<file path="src/rtl/csr_port_arbiter.sv">
// csr_port_arbiter
// Shares the single CSR file port between the trap sequencer and the Zicsr
// instruction unit. Ownership is registered so a requester keeps the port for
// its whole multi-cycle sequence. The instruction unit can be forced off the
// port after MAX_HOLD cycles of a pending trap, so trap entry always proceeds.
//
// state    | meaning
// ---------+------------------------------------------------------------
// IDLE     | no owner, port driven to zero
// TRAP_OWN | trap sequencer owns the port, never revoked
// INS_OWN  | instruction unit owns the port, revocable by a waiting trap

module csr_port_arbiter #(
  parameter int MAX_HOLD = 15
) (
  input  logic        clk,
  input  logic        rst,
  input  logic        trap_req,
  input  logic [11:0] trap_address,
  input  logic [31:0] trap_write_data,
  input  logic        trap_write_enable,
  input  logic        ins_req,
  input  logic [11:0] ins_address,
  input  logic [31:0] ins_write_data,
  input  logic        ins_write_enable,
  input  logic [31:0] csr_read_data,
  output logic [11:0] csr_address,
  output logic [31:0] csr_write_data,
  output logic        csr_write_enable,
  output logic        trap_grant,
  output logic        ins_grant,
  output logic [31:0] trap_read_data,
  output logic [31:0] ins_read_data,
  output logic        ins_stall,
  output logic        hold_timeout
);

  typedef enum logic [1:0] {
    IDLE     = 2'd0,
    TRAP_OWN = 2'd1,
    INS_OWN  = 2'd2
  } state_t;

  localparam logic OWNER_INS  = 1'b0;
  localparam logic OWNER_TRAP = 1'b1;
  // Revocation fires on the edge where the count reaches MAX_HOLD-1, so the
  // trap is granted exactly MAX_HOLD cycles after it started waiting.
  localparam logic [7:0] HOLD_LIMIT = 8'(MAX_HOLD - 1);

  state_t     state;
  state_t     state_next;
  logic       prev_owner;
  logic [7:0] hold_cnt;
  logic       force_revoke;

  // On a tie the requester that did not own the port last goes first.
  function automatic state_t decide(input logic t_req, input logic i_req, input logic prev);
    if (t_req && i_req) return (prev == OWNER_TRAP) ? INS_OWN : TRAP_OWN;
    if (t_req)          return TRAP_OWN;
    if (i_req)          return INS_OWN;
    return IDLE;
  endfunction

  // Next owner selection, including forced revocation of the instruction unit.
  always_comb begin
    state_next   = state;
    force_revoke = 1'b0;
    case (state)
      IDLE:     state_next = decide(trap_req, ins_req, prev_owner);
      TRAP_OWN: if (!trap_req) state_next = decide(1'b0, ins_req, prev_owner);
      INS_OWN: begin
        // A voluntary release takes precedence, so it never counts as a timeout.
        if (!ins_req) begin
          state_next = decide(trap_req, 1'b0, prev_owner);
        end else if (trap_req && hold_cnt == HOLD_LIMIT) begin
          state_next   = TRAP_OWN;
          force_revoke = 1'b1;
        end
      end
      default:  state_next = IDLE;
    endcase
  end

  // Ownership, fairness history, hold counter and timeout pulse registers.
  always_ff @(posedge clk or posedge rst) begin
    if (rst) begin
      state        <= IDLE;
      prev_owner   <= OWNER_INS;
      hold_cnt     <= 8'd0;
      hold_timeout <= 1'b0;
    end else begin
      state        <= state_next;
      hold_timeout <= force_revoke;
      if (state == TRAP_OWN && state_next != TRAP_OWN)
        prev_owner <= OWNER_TRAP;
      else if (state == INS_OWN && state_next != INS_OWN)
        prev_owner <= OWNER_INS;
      if (state_next != state || !trap_req)
        hold_cnt <= 8'd0;
      else if (state == INS_OWN && hold_cnt != 8'hFF)
        hold_cnt <= hold_cnt + 8'd1;
    end
  end

  assign trap_grant = (state == TRAP_OWN);
  assign ins_grant  = (state == INS_OWN);
  assign ins_stall  = ins_req & ~ins_grant;

  // Port mux: only the current owner's strobe can reach the CSR file.
  always_comb begin
    csr_address      = 12'd0;
    csr_write_data   = 32'd0;
    csr_write_enable = 1'b0;
    case (state)
      TRAP_OWN: begin
        csr_address      = trap_address;
        csr_write_data   = trap_write_data;
        csr_write_enable = trap_write_enable;
      end
      INS_OWN: begin
        csr_address      = ins_address;
        csr_write_data   = ins_write_data;
        csr_write_enable = ins_write_enable;
      end
      default: begin
        csr_address      = 12'd0;
        csr_write_data   = 32'd0;
        csr_write_enable = 1'b0;
      end
    endcase
  end

  assign trap_read_data = trap_grant ? csr_read_data : 32'd0;
  assign ins_read_data  = ins_grant  ? csr_read_data : 32'd0;

endmodule

</file>
<file path="config.mk">
export PLATFORM = sky130hd
export DESIGN_NAME = csr_port_arbiter
export DESIGN_NICKNAME = d
export VERILOG_FILES = /design/src/rtl/csr_port_arbiter.sv
export SDC_FILE = /design/constraint.sdc
export NUM_CORES = 1
export LEC_CHECK = 0
export ABC_CLOCK_PERIOD_IN_PS = 6800
export BUFFER_PORTS_ARGS = -buffer_cell sky130_fd_sc_hd__buf_2
export CAP_MARGIN = 15
export CELL_PAD_IN_SITES_DETAIL_PLACEMENT = 0
export CELL_PAD_IN_SITES_GLOBAL_PLACEMENT = 1
export CORE_ASPECT_RATIO = 1.25
export CORE_MARGIN = 3
export CORE_UTILIZATION = 22
export CTS_CLUSTER_DIAMETER = 80
export DETAILED_ROUTE_END_ITERATION = 7
export PLACE_DENSITY_LB_ADDON = 0.08
export SLEW_MARGIN = 20
export SYNTH_ARGS = -nofsm -noshare
export SYNTH_HDL_FRONTEND = slang
export SYNTH_SLANG_ARGS = --single-unit
export TNS_END_PERCENT = 30
</file>
<file path="constraint.sdc">
create_clock -name clk -period 6.8 [get_ports clk]
set_input_delay 1.02 -clock clk [delete_from_list [all_inputs] [get_ports clk]]
set_output_delay 1.02 -clock clk [all_outputs]
set_load 0.05 [all_outputs]
</file>
==> results.py <==
metrics = {
    "status": {
        "status": "finished, final reports clean",
    },
    "setup_path": {
        "cp.arrival_ns": 2.66,
        "startpoint": "state[0]",
        "cpPeakStageDelay_ns": 0.60,
        "critPathTopFamily": "buffers and inverters",
        "crit_chain": "inv_1 -> ha_2 -> buf_4 -> a22oi_1 -> nor2b_1 -> buf_2",
        "crit_slowest_cell": "ha_2",
        "critPathLaunchType": "flip-flop",
        "crit_type": "flip-flop to output port",
        "path_buf_inv": 3,
        "required_ns": 5.78,
        "critPathMaxFanout": 56,
        "end_kind": "output port",
        "r2r_start": "state[1]",
    },
    "sta": {
        "min_period_ns": 3.684,
        "setup_ws_ns": 3.116,
        "worst_pin_slew_ns": 1.033,
        "period_share": 0.5417,
        "hold_viol": 0,
        "slew_violations": 0,
        "setup_viol": 0,
        "grt_setup_unrepaired": "no",
        "clock_skew_ns": 0.002333,
        "fmax_mhz": 271.5,
        "tns_ns": 0,
        "slew_headroom": 0.3065,
    },
    "detailed_routing": {
        "num_vias": 2710,
        "drc": 0,
        "wirelength_um": 8945,
        "drt-vias-per-instance": 4.517,
        "dr.pass1.iters": 4,
        "postRouteAntennaNets": 0,
        "wl_per_cell_um": 14.91,
        "drt_iter0_drc": 93,
    },
    "clock_tree": {
        "clockRootBuffer": "clkbuf_8",
        "h-tree-depth": 1,
        "clk_latency_ns": 0.25,
        "cts_setup_buffers": 0,
        "cts_max_path_buffers": 2,
        "cts_tree": "done",
        "cts_buffers": 3,
        "ctsResizeCount": 0,
        "clk_pin_slew_worst_paths_ns": 0.06,
        "cts_sinks": 12,
        "ctsHoldBuffers": 0,
    },
    "power": {
        "pwr-share-clk": 0.054,
        "switching_share": 0.6717,
        "combPwrFrac": 0.885,
        "p_per_area_nw_per_um2": 461.1,
        "switchingPower_uw": 1018,
        "p_int_uw": 497.8,
        "seqPwrFrac": 0.061,
        "peakVddDrop_v": 0.0002684,
        "power_leakage_uw": 0.001829,
    },
    "floorplanning": {
        "boundaryPins": 239,
        "fp.coreArea_um2": 8472,
        "dieWidth_um": 90.60,
        "die_h_um": 111.8,
        "dieArea_um2": 10120,
        "initial_core_util": 0.2323,
        "rows": 37,
    },
    "place": {
        "placedCellCount": 596,
        "gp_congestion": 0.8300,
        "port_buffers": 238,
        "placed_cell_area_um2": 3231,
        "hpwl_um": 7216,
        "pre_cts_slack_ns": 3.338,
    },
    "global_route": {
        "antenna_found_initial": 0,
        "grt_max_degree": 62,
        "grt_overflow": 0,
        "grt_use_total": 0.1689,
        "grt_pass1_vias": 2776,
        "grt_pass1_wl_um": 13940,
    },
    "yosys": {
        "ys_seq_area_frac": 0.1526,
        "synth_area_leaders": "and2_1, a22oi_1, dfrtp_1, nor2b_1, clkbuf_1",
        "synthesis.area_um2": 1968,
        "synth.net_count": 394,
        "synthMuxAreaShare": 0.01081,
        "synth_cells": 262,
        "ys_types": 40,
        "ys_ff_latch": 12,
        "synth-simple-area-share": 0.4749,
        "synthArstFlopShare": 1.000,
        "synth_top_family_by_area": "simple AND/OR/NAND/NOR gates",
        "synth-adder-area-share": 0.03814,
        "synth-compound-area-share": 0.2409,
        "synth_edf_count": 0,
        "synth_ff_type": "dfrtp_1",
        "ys_warn_count": 0,
        "yosys.area.top_type": "and2_1",
        "synth_xor_area_frac": 0.02289,
        "synth_area_per_cell_um2": 7.512,
        "synth_top_area_share": 0.2034,
    },
    "layout": {
        "fill_cells": 937,
        "drive_above_1_share": 0.5238,
        "final_common_cell": "buf_2",
        "antenna_cells": 0,
        "design_area_um2": 3288,
        "stdcell_count": 600,
        "nNetsFinal": 616,
        "syn2layout_area_growth_pct": 67.07,
        "final_cell_mix": "buf_2, and2_1, nor2b_1",
    },
    "flow_run": {
        "drv_cap": 0,
    },
    "min_path": {
        "worstHoldPathType": "flip-flop to flip-flop",
        "hold_path.startpoint": "prev_owner",
    },
}
-- power by group through the flow --
stage / combinational [µW] / clock, µW / sequential (µW)
6_report: 1340 / 81.7 / 93.2
4_1_cts: 1360 / 84.7 / 93.4
3_5_place_dp: 1360 / 0 / 94.5
5_1_grt: 1430 / 88.0 / 95.9
2_1_floorplan: 1070 / 0 / 91.3
3_3_place_gp: 1360 / 0 / 94.0
-- synth_stat cells (2+ instances only) --
cell       n
and2_1    64
nor2b_1   48
a22oi_1   45
clkbuf_1  21
dfrtp_1   12
nand2_1    9
nor2_1     8
ha_1       6
inv_1      6
nand3_1    5
o211ai_1   3
a21oi_1    2
a22o_1     2
and4_1     2
nor3b_1    2
nor4b_2    2
xnor2_1    2
-- through the flow --
step / utilization / hold WS (ns) / total power (µW)
floorplan: - / 0.4881 / 1161
global placement: 0.3813 / 0.5174 / 1452
detailed placement: 0.3813 / 0.5290 / 1455
CTS: 0.3878 / 0.5488 / 1541
global route: 0.3881 / 0.5787 / 1613
finish: 0.3881 / 0.5440 / 1516
-- worst reg2reg max path, cell delays in order, from the launching register on --
cell and delay (ns):
dfrtp_1 0.45, inv_1 0.13, ha_2 0.38, buf_4 0.55, a2bb2oi_1 0.17, a311oi_1 0.92
nor4b_2 0.35
-- registers in the layout, indices dropped and copies added (netlist names) --
| signal | count |
|---|---|
| state | 2 |
| prev_owner | 1 |
| hold_cnt | 8 |
| hold_timeout | 1 |
-- per-layer routing --
metal	vias to the layer above	share of wire	track usage
li1	1356	-	-
met1	1227	0.34	0.1742
met2	118	0.57	0.3350
met3	9	0.076	0.04054
met4	0	0.014	0.04188
met5	-	0	0
-- cell families (layout without fill, tap and decap cells) --
logic type               Yosys count  count (layout)
AO/OA/AOI/OAI                     62              62
adder cells (fa/ha/maj)            6               6
XOR/XNOR                           3               3
buffers and inverters             29             250
AND/OR/NAND/NOR                  148             148
flip-flops                        12              12
multiplexers                       2               2
-- cell type report --
type,count,area (µm²),share of cell area
clock buffer,4,55.05,0.01674
inverter,6,22.52,0.006849
multi-input combinational,221,1558,0.4737
sequential,12,300.3,0.09132
tap,117,146.4,0.04452
timing repair buffer,240,1206,0.3668
-- final timing paths --
| kind | depth (start not counted) | to | slack, ns |
|---|---|---|---|
| worst max-delay path | 6 | csr_write_data[0] | 3.12 |
| worst min-delay path | 1 | prev_owner | 0.54 |
| worst max register to register | 6 | hold_cnt[6] | 3.76 |
| worst min register to register | 1 | prev_owner | 0.54 |
| max in group asynchronous | 2 | hold_cnt[5] | 5.67 |
| min in group asynchronous | 2 | hold_cnt[1] | 0.79 |
(Power assumes the default switching activity.)
